### config.mk
export PLATFORM = sky130hd
export DESIGN_NAME = vga_fb_ctrl
export DESIGN_NICKNAME = d
export VERILOG_FILES = /design/src/rtl/vga_pkg.sv /design/src/rtl/vga_addr_calc.sv /design/src/rtl/vga_fb_ctrl.sv
export SDC_FILE = /design/constraint.sdc
export NUM_CORES = 1
export LEC_CHECK = 0
export CAP_MARGIN = 20
export CORE_AREA = 2 2 116 107
export DETAILED_ROUTE_END_ITERATION = 7
export DIE_AREA = 0 0 118 109
export GPL_TIMING_DRIVEN = 0
export PLACE_DENSITY = 0.69
export SLEW_MARGIN = 20
export SYNTH_ARGS = -nofsm -noshare
export SYNTH_HDL_FRONTEND = slang
export SYNTH_HIERARCHICAL = 1
export SYNTH_SLANG_ARGS = --single-unit
### constraint.sdc
create_clock -name clk -period 1.8 [get_ports clk]
set_clock_uncertainty 0.05 [all_clocks]
set_input_delay 0.36 -clock clk [delete_from_list [all_inputs] [get_ports clk]]
set_output_delay 0.36 -clock clk [all_outputs]
set_load 0.03 [all_outputs]
### src/rtl/vga_pkg.sv
// Shared frame-buffer geometry, address-math width and controller state encoding.
package vga_pkg;
  localparam int H_RES    = 800;
  localparam int V_RES    = 480;
  localparam int FB_DEPTH = H_RES * V_RES;
  localparam int ADDR_W   = 19;
  // Wide enough for 2047*H_RES+2047 so out-of-range coordinates never wrap into range.
  localparam int CALC_W   = 22;

  typedef enum logic {
    ST_IDLE = 1'b0,
    ST_FILL = 1'b1
  } fb_state_e;
endpackage

### src/rtl/vga_addr_calc.sv
// Combinational (x,y) -> linear frame-buffer address with range check.
// Shared by the write path here and by the scan-out read side.
module vga_addr_calc #(
  parameter int H_RES  = vga_pkg::H_RES,
  parameter int V_RES  = vga_pkg::V_RES,
  parameter int ADDR_W = vga_pkg::ADDR_W
) (
  input  logic [10:0]       x,
  input  logic [10:0]       y,
  output logic              in_range,
  output logic [ADDR_W-1:0] addr
);
  import vga_pkg::*;

  localparam logic [CALC_W-1:0] H_W = CALC_W'(H_RES);
  localparam logic [CALC_W-1:0] V_W = CALC_W'(V_RES);

  logic [CALC_W-1:0] lin;

  assign lin      = CALC_W'(y) * H_W + CALC_W'(x);
  assign in_range = (CALC_W'(x) < H_W) && (CALC_W'(y) < V_W);
  // Truncate only once the coordinate is known to be inside the frame.
  assign addr     = in_range ? ADDR_W'(lin) : '0;
endmodule

### src/rtl/vga_fb_ctrl.sv
// Frame-buffer write controller: host pixel writes (1-cycle latency) and a
// whole-frame fill engine sharing one registered RAM write port.
module vga_fb_ctrl #(
  parameter int H_RES  = vga_pkg::H_RES,
  parameter int V_RES  = vga_pkg::V_RES,
  parameter int ADDR_W = vga_pkg::ADDR_W
) (
  input  logic              clk,
  input  logic              reset_n,
  input  logic              pix_valid,
  output logic              pix_ready,
  input  logic [10:0]       pix_x,
  input  logic [10:0]       pix_y,
  input  logic              pix_val,
  input  logic              fill_start,
  input  logic              fill_val,
  output logic              fill_busy,
  output logic              fill_done,
  output logic              ram_we,
  output logic [ADDR_W-1:0] ram_addr,
  output logic              ram_d,
  output logic [15:0]       drop_count
);
  import vga_pkg::*;

  localparam logic [ADDR_W-1:0] FILL_LAST = ADDR_W'(H_RES * V_RES - 1);

  fb_state_e         state_q, state_d;
  logic [ADDR_W-1:0] cnt_q, cnt_d;
  logic              fill_val_q, fill_val_d;
  logic              ram_we_q, ram_we_d;
  logic [ADDR_W-1:0] ram_addr_q, ram_addr_d;
  logic              ram_d_q, ram_d_d;
  logic              fill_done_q, fill_done_d;
  logic [15:0]       drop_q, drop_d;

  logic              accept;
  logic              in_range;
  logic [ADDR_W-1:0] calc_addr;

  vga_addr_calc #(.H_RES(H_RES), .V_RES(V_RES), .ADDR_W(ADDR_W)) u_calc (
    .x        (pix_x),
    .y        (pix_y),
    .in_range (in_range),
    .addr     (calc_addr)
  );

  assign pix_ready  = (state_q == ST_IDLE) && !fill_start;
  assign accept     = pix_valid && pix_ready;
  assign fill_busy  = (state_q == ST_FILL);
  assign fill_done  = fill_done_q;
  assign ram_we     = ram_we_q;
  assign ram_addr   = ram_addr_q;
  assign ram_d      = ram_d_q;
  assign drop_count = drop_q;

  always_ff @(posedge clk or negedge reset_n) begin
    if (!reset_n) state_q <= ST_IDLE;
    else          state_q <= state_d;
  end

  always_comb begin
    state_d = state_q;
    case (state_q)
      ST_IDLE: if (fill_start)            state_d = ST_FILL;
      ST_FILL: if (cnt_q == FILL_LAST)    state_d = ST_IDLE;
      default:                            state_d = ST_IDLE;
    endcase
  end

  // The RAM port register is loaded one edge ahead, so every FILL cycle
  // presents ram_addr == cnt_q and the done pulse lands after the last write.
  always_comb begin
    cnt_d       = cnt_q;
    fill_val_d  = fill_val_q;
    ram_we_d    = 1'b0;
    ram_addr_d  = ram_addr_q;
    ram_d_d     = ram_d_q;
    fill_done_d = 1'b0;
    drop_d      = drop_q;
    case (state_q)
      ST_IDLE: begin
        if (fill_start) begin
          cnt_d      = '0;
          fill_val_d = fill_val;
          ram_we_d   = 1'b1;
          ram_addr_d = '0;
          ram_d_d    = fill_val;
        end else if (accept) begin
          if (in_range) begin
            ram_we_d   = 1'b1;
            ram_addr_d = calc_addr;
            ram_d_d    = pix_val;
          end else if (drop_q != 16'hFFFF) begin
            drop_d = drop_q + 16'd1;
          end
        end
      end
      ST_FILL: begin
        if (cnt_q == FILL_LAST) begin
          fill_done_d = 1'b1;
        end else begin
          cnt_d      = cnt_q + ADDR_W'(1);
          ram_we_d   = 1'b1;
          ram_addr_d = cnt_q + ADDR_W'(1);
          ram_d_d    = fill_val_q;
        end
      end
      default: ;
    endcase
  end

  always_ff @(posedge clk or negedge reset_n) begin
    if (!reset_n) begin
      cnt_q       <= '0;
      fill_val_q  <= 1'b0;
      ram_we_q    <= 1'b0;
      ram_addr_q  <= '0;
      ram_d_q     <= 1'b0;
      fill_done_q <= 1'b0;
      drop_q      <= '0;
    end else begin
      cnt_q       <= cnt_d;
      fill_val_q  <= fill_val_d;
      ram_we_q    <= ram_we_d;
      ram_addr_q  <= ram_addr_d;
      ram_d_q     <= ram_d_d;
      fill_done_q <= fill_done_d;
      drop_q      <= drop_d;
    end
  end
endmodule

==> results.cfg <==
[routing]
vias_per_cell = 5.523
via_count = 4341
drt_iter0_drc = 298
drcViolationCount = 0
ant_nets = 0
dr.pass1.iters = 7
routedWlPerCell_um = 17.07
routed_wl_mm = 13.42

[sta]
relSlewSlack_pct = 68.08
fin_setup_tns_ns = -11.58
setup_viol = 21
finalHoldViolCount = 0
rsz0062_at_grt = true
fin_ws_ns = -1.494
fmax_mhz = 303.6
drv_slew = 0
fin_hold_ws_ns = 0.3358
fin_crit_ns = 3.294
tightest_slew_ns = 0.4788
fin_crit_sh_pct = 183.0

[synthesis]
synth_flop_cell = dfrtp_1
synth_area_leader_cell = dfrtp_1
ys_async_sr_fraction_pct = 100.0
synth_top_area_share_pct = 32.53
ys_types = 61
netlist_area_um2 = 4538
synth_adder_area_share_pct = 14.12
synth.area.top_cells = dfrtp_1, ha_1, xnor2_1, nand2_1, nor2_1
synth_most_common_cell = dfrtp_1
avgSynthCellArea_um2 = 9.004
netlist_top_cells_count = dfrtp_1, nand2_1, nor2_1
synth_top_family_by_area = simple AND/OR/NAND/NOR gates
yosys.area_share.simple_pct = 22.72
yosysSeqAreaShare_pct = 32.53
ys_warn_count = 6
synth_compound_area_share_pct = 16.38
synth-xor-area-share_pct = 7.720
synth_seq_cells = 59
synth_edf_count = 0
syn_inst = 504
synth.area.mux_share_pct = 1.323
syn_nets = 579

[cells_and_area]
fin_util_pct = 59.71
instances_no_fill = 786
area_growth_pct = 54.51
fillers = 923
nets = 697
seqCellArea_um2 = 1481
drive_gt1_share_pct = 33.71
stdcell_area_um2 = 7012
diodes = 0
multi_input_area_um2 = 3603

[placement]
placed_cell_area_um2 = 5743
gp_congestion = 0.8718
hpwl_mm = 8.757
dp_slack_ns = -2.435
dp.cells = 731
io_buffer_count = 66

[worst_setup_path]
cp_slowest_stage_delay_ns = 0.49
crit_slowest_cell = fa_1
r2r-end = ram_addr[17]$_DFFE_PN0P_
required_ns = 1.95
crit_chain = buf_8, ha_4, ha_4, inv_2, fa_1, inv_1, ha_1, buf_6, or4b_4, o2111ai_4, a211oi_4, a2111oi_4, and4_1, nor3_2, a21oi_1, a21oi_1
rrSetupSlack_ns = -0.05
start_kind = primary input
crit_fanout = 6
reg2reg_from = cnt_q[10]$_DFFE_PN0P_
r2r_cells = 8
worstSetupEndpointType = flip-flop
path_class = primary input to flip-flop
cp_data_arrival_time_ns = 3.44

[power_and_ir_drop]
p_total_mw = 6.141
seq_power_share_pct = 28.1
power_density_nw_per_um2 = 875.8
swShare_pct = 37.06
power_switching_mw = 2.276
clkPwrFrac_pct = 25.3
pwr-share-comb_pct = 46.7
peakVddDrop_mv = 0.4209
intPower_mw = 3.865
p_leak_nw = 3.284

[grt]
grt_pass1_vias = 4187
antenna_found_initial = 0
grt.total_usage_pct = 19.83
grt_max_degree = 56
grt_pass1_wl_mm = 20.51
overflow = 0

[floorplan]
rows = 38
die_h_um = 109
coreArea_um2 = 11740
die-area_um2 = 12860
io_pins = 68
die_w_um = 118
start_util_pct = 38.64

[cts]
clock_sinks = 59
path_clk_slew_ns = 0.05
root_buffer = clkbuf_16
clock_latency_ns = 0.33
clock_path_buffers = 2
numCtsBuffers = 9
cts_tree = yes
htree_levels = 3

[worst_hold_path]
hp-class = primary input to asynchronous set/reset pin

[run_status]
status = finished, violations left
violations = negative setup slack

[job]
drv_cap = 0
flip-flops by register name (all words and copies together) (netlist names):
signal      flops
drop_count     16
ram_we          1
ram_d           1
fill_val_q      1
fill_done       1
fill_busy       1
ram_addr       19
cnt_q          19
how the worst max path moves through the flow:
stage | from | to | slack [ns] | cells after the start
after detailed placement | pix_y[6] | ram_addr[18]$_DFFE_PN0P_ | -2.43 | 16
after floorplan | pix_y[3] | ram_addr[18]$_DFFE_PN0P_ | -1.61 | 15
after CTS | pix_y[4] | ram_addr[16]$_DFFE_PN0P_ | -1.49 | 17
final | pix_y[4] | ram_addr[18]$_DFFE_PN0P_ | -1.49 | 16
after global placement | pix_y[4] | ram_addr[18]$_DFFE_PN0P_ | -2.36 | 16
after global routing | pix_y[4] | ram_addr[16]$_DFFE_PN0P_ | -1.63 | 17
cell usage in the layout, fill, tap and decap left out, types with 11 or more instances in the layout:
cell	n
clkdlybuf4s50_1	12
dlymetal6s2s_1	16
nor2_1	37
xnor2_1	20
nand2_1	45
dlygate4sd2_1	19
nand3_1	14
buf_4	29
a21o_1	11
ha_1	20
a21oi_1	19
inv_1	27
dfrtp_1	55
buf_6	24
ha_4	20
xor2_1	15
worst max-delay path, delay by kind of cell:
family / cells / cell delay, ns
buf+inv: 4 / 0.32
compound gates: 5 / 0.69
fa+ha+maj: 4 / 1.27
simple gates: 3 / 0.80
metal layers:
metal	vias to the layer above	part of all wire [%]	GRT usage, %
met4	0	1.3	5.164
met1	2156	44	25.67
met5	-	0	0
li1	2032	-	-
met2	136	49	33.85
met3	17	6.1	4.446
repair_timing:
action                                 in CTS  in global routing
cloned                                      2                  3
setup buffers                              25                 10
hold buffers                                1                  0
gates resized for setup                   185                106
pin swaps                                  52                 39
setup endpoints to repair                  73                 60
endpoints found under the hold margin       4                  0
power groups by stage:
stage	registers, mW	logic, mW	clock network, mW
2_1_floorplan	1.84	1.47	0
4_1_cts	1.68	2.64	1.56
6_report	1.72	2.87	1.55
3_3_place_gp	1.70	2.14	0
5_1_grt	1.75	3.12	1.61
3_5_place_dp	1.71	2.19	0
kinds of logic after synthesis:
family	Yosys count
buf+inv	52
compound gates	109
xor+xnor	40
simple gates	191
flops	59
fa+ha+maj	47
mux	6
area by class of cell:
type | count | area share [%]
buffer | 18 | 2.445
clock buffer | 10 | 3.408
clock inverter | 5 | 0.4283
inverter | 34 | 2.213
multi-input combinational | 393 | 51.39
sequential | 59 | 21.13
tap | 160 | 2.855
timing repair buffer | 107 | 16.13
Power figures use the tool's default switching activity.
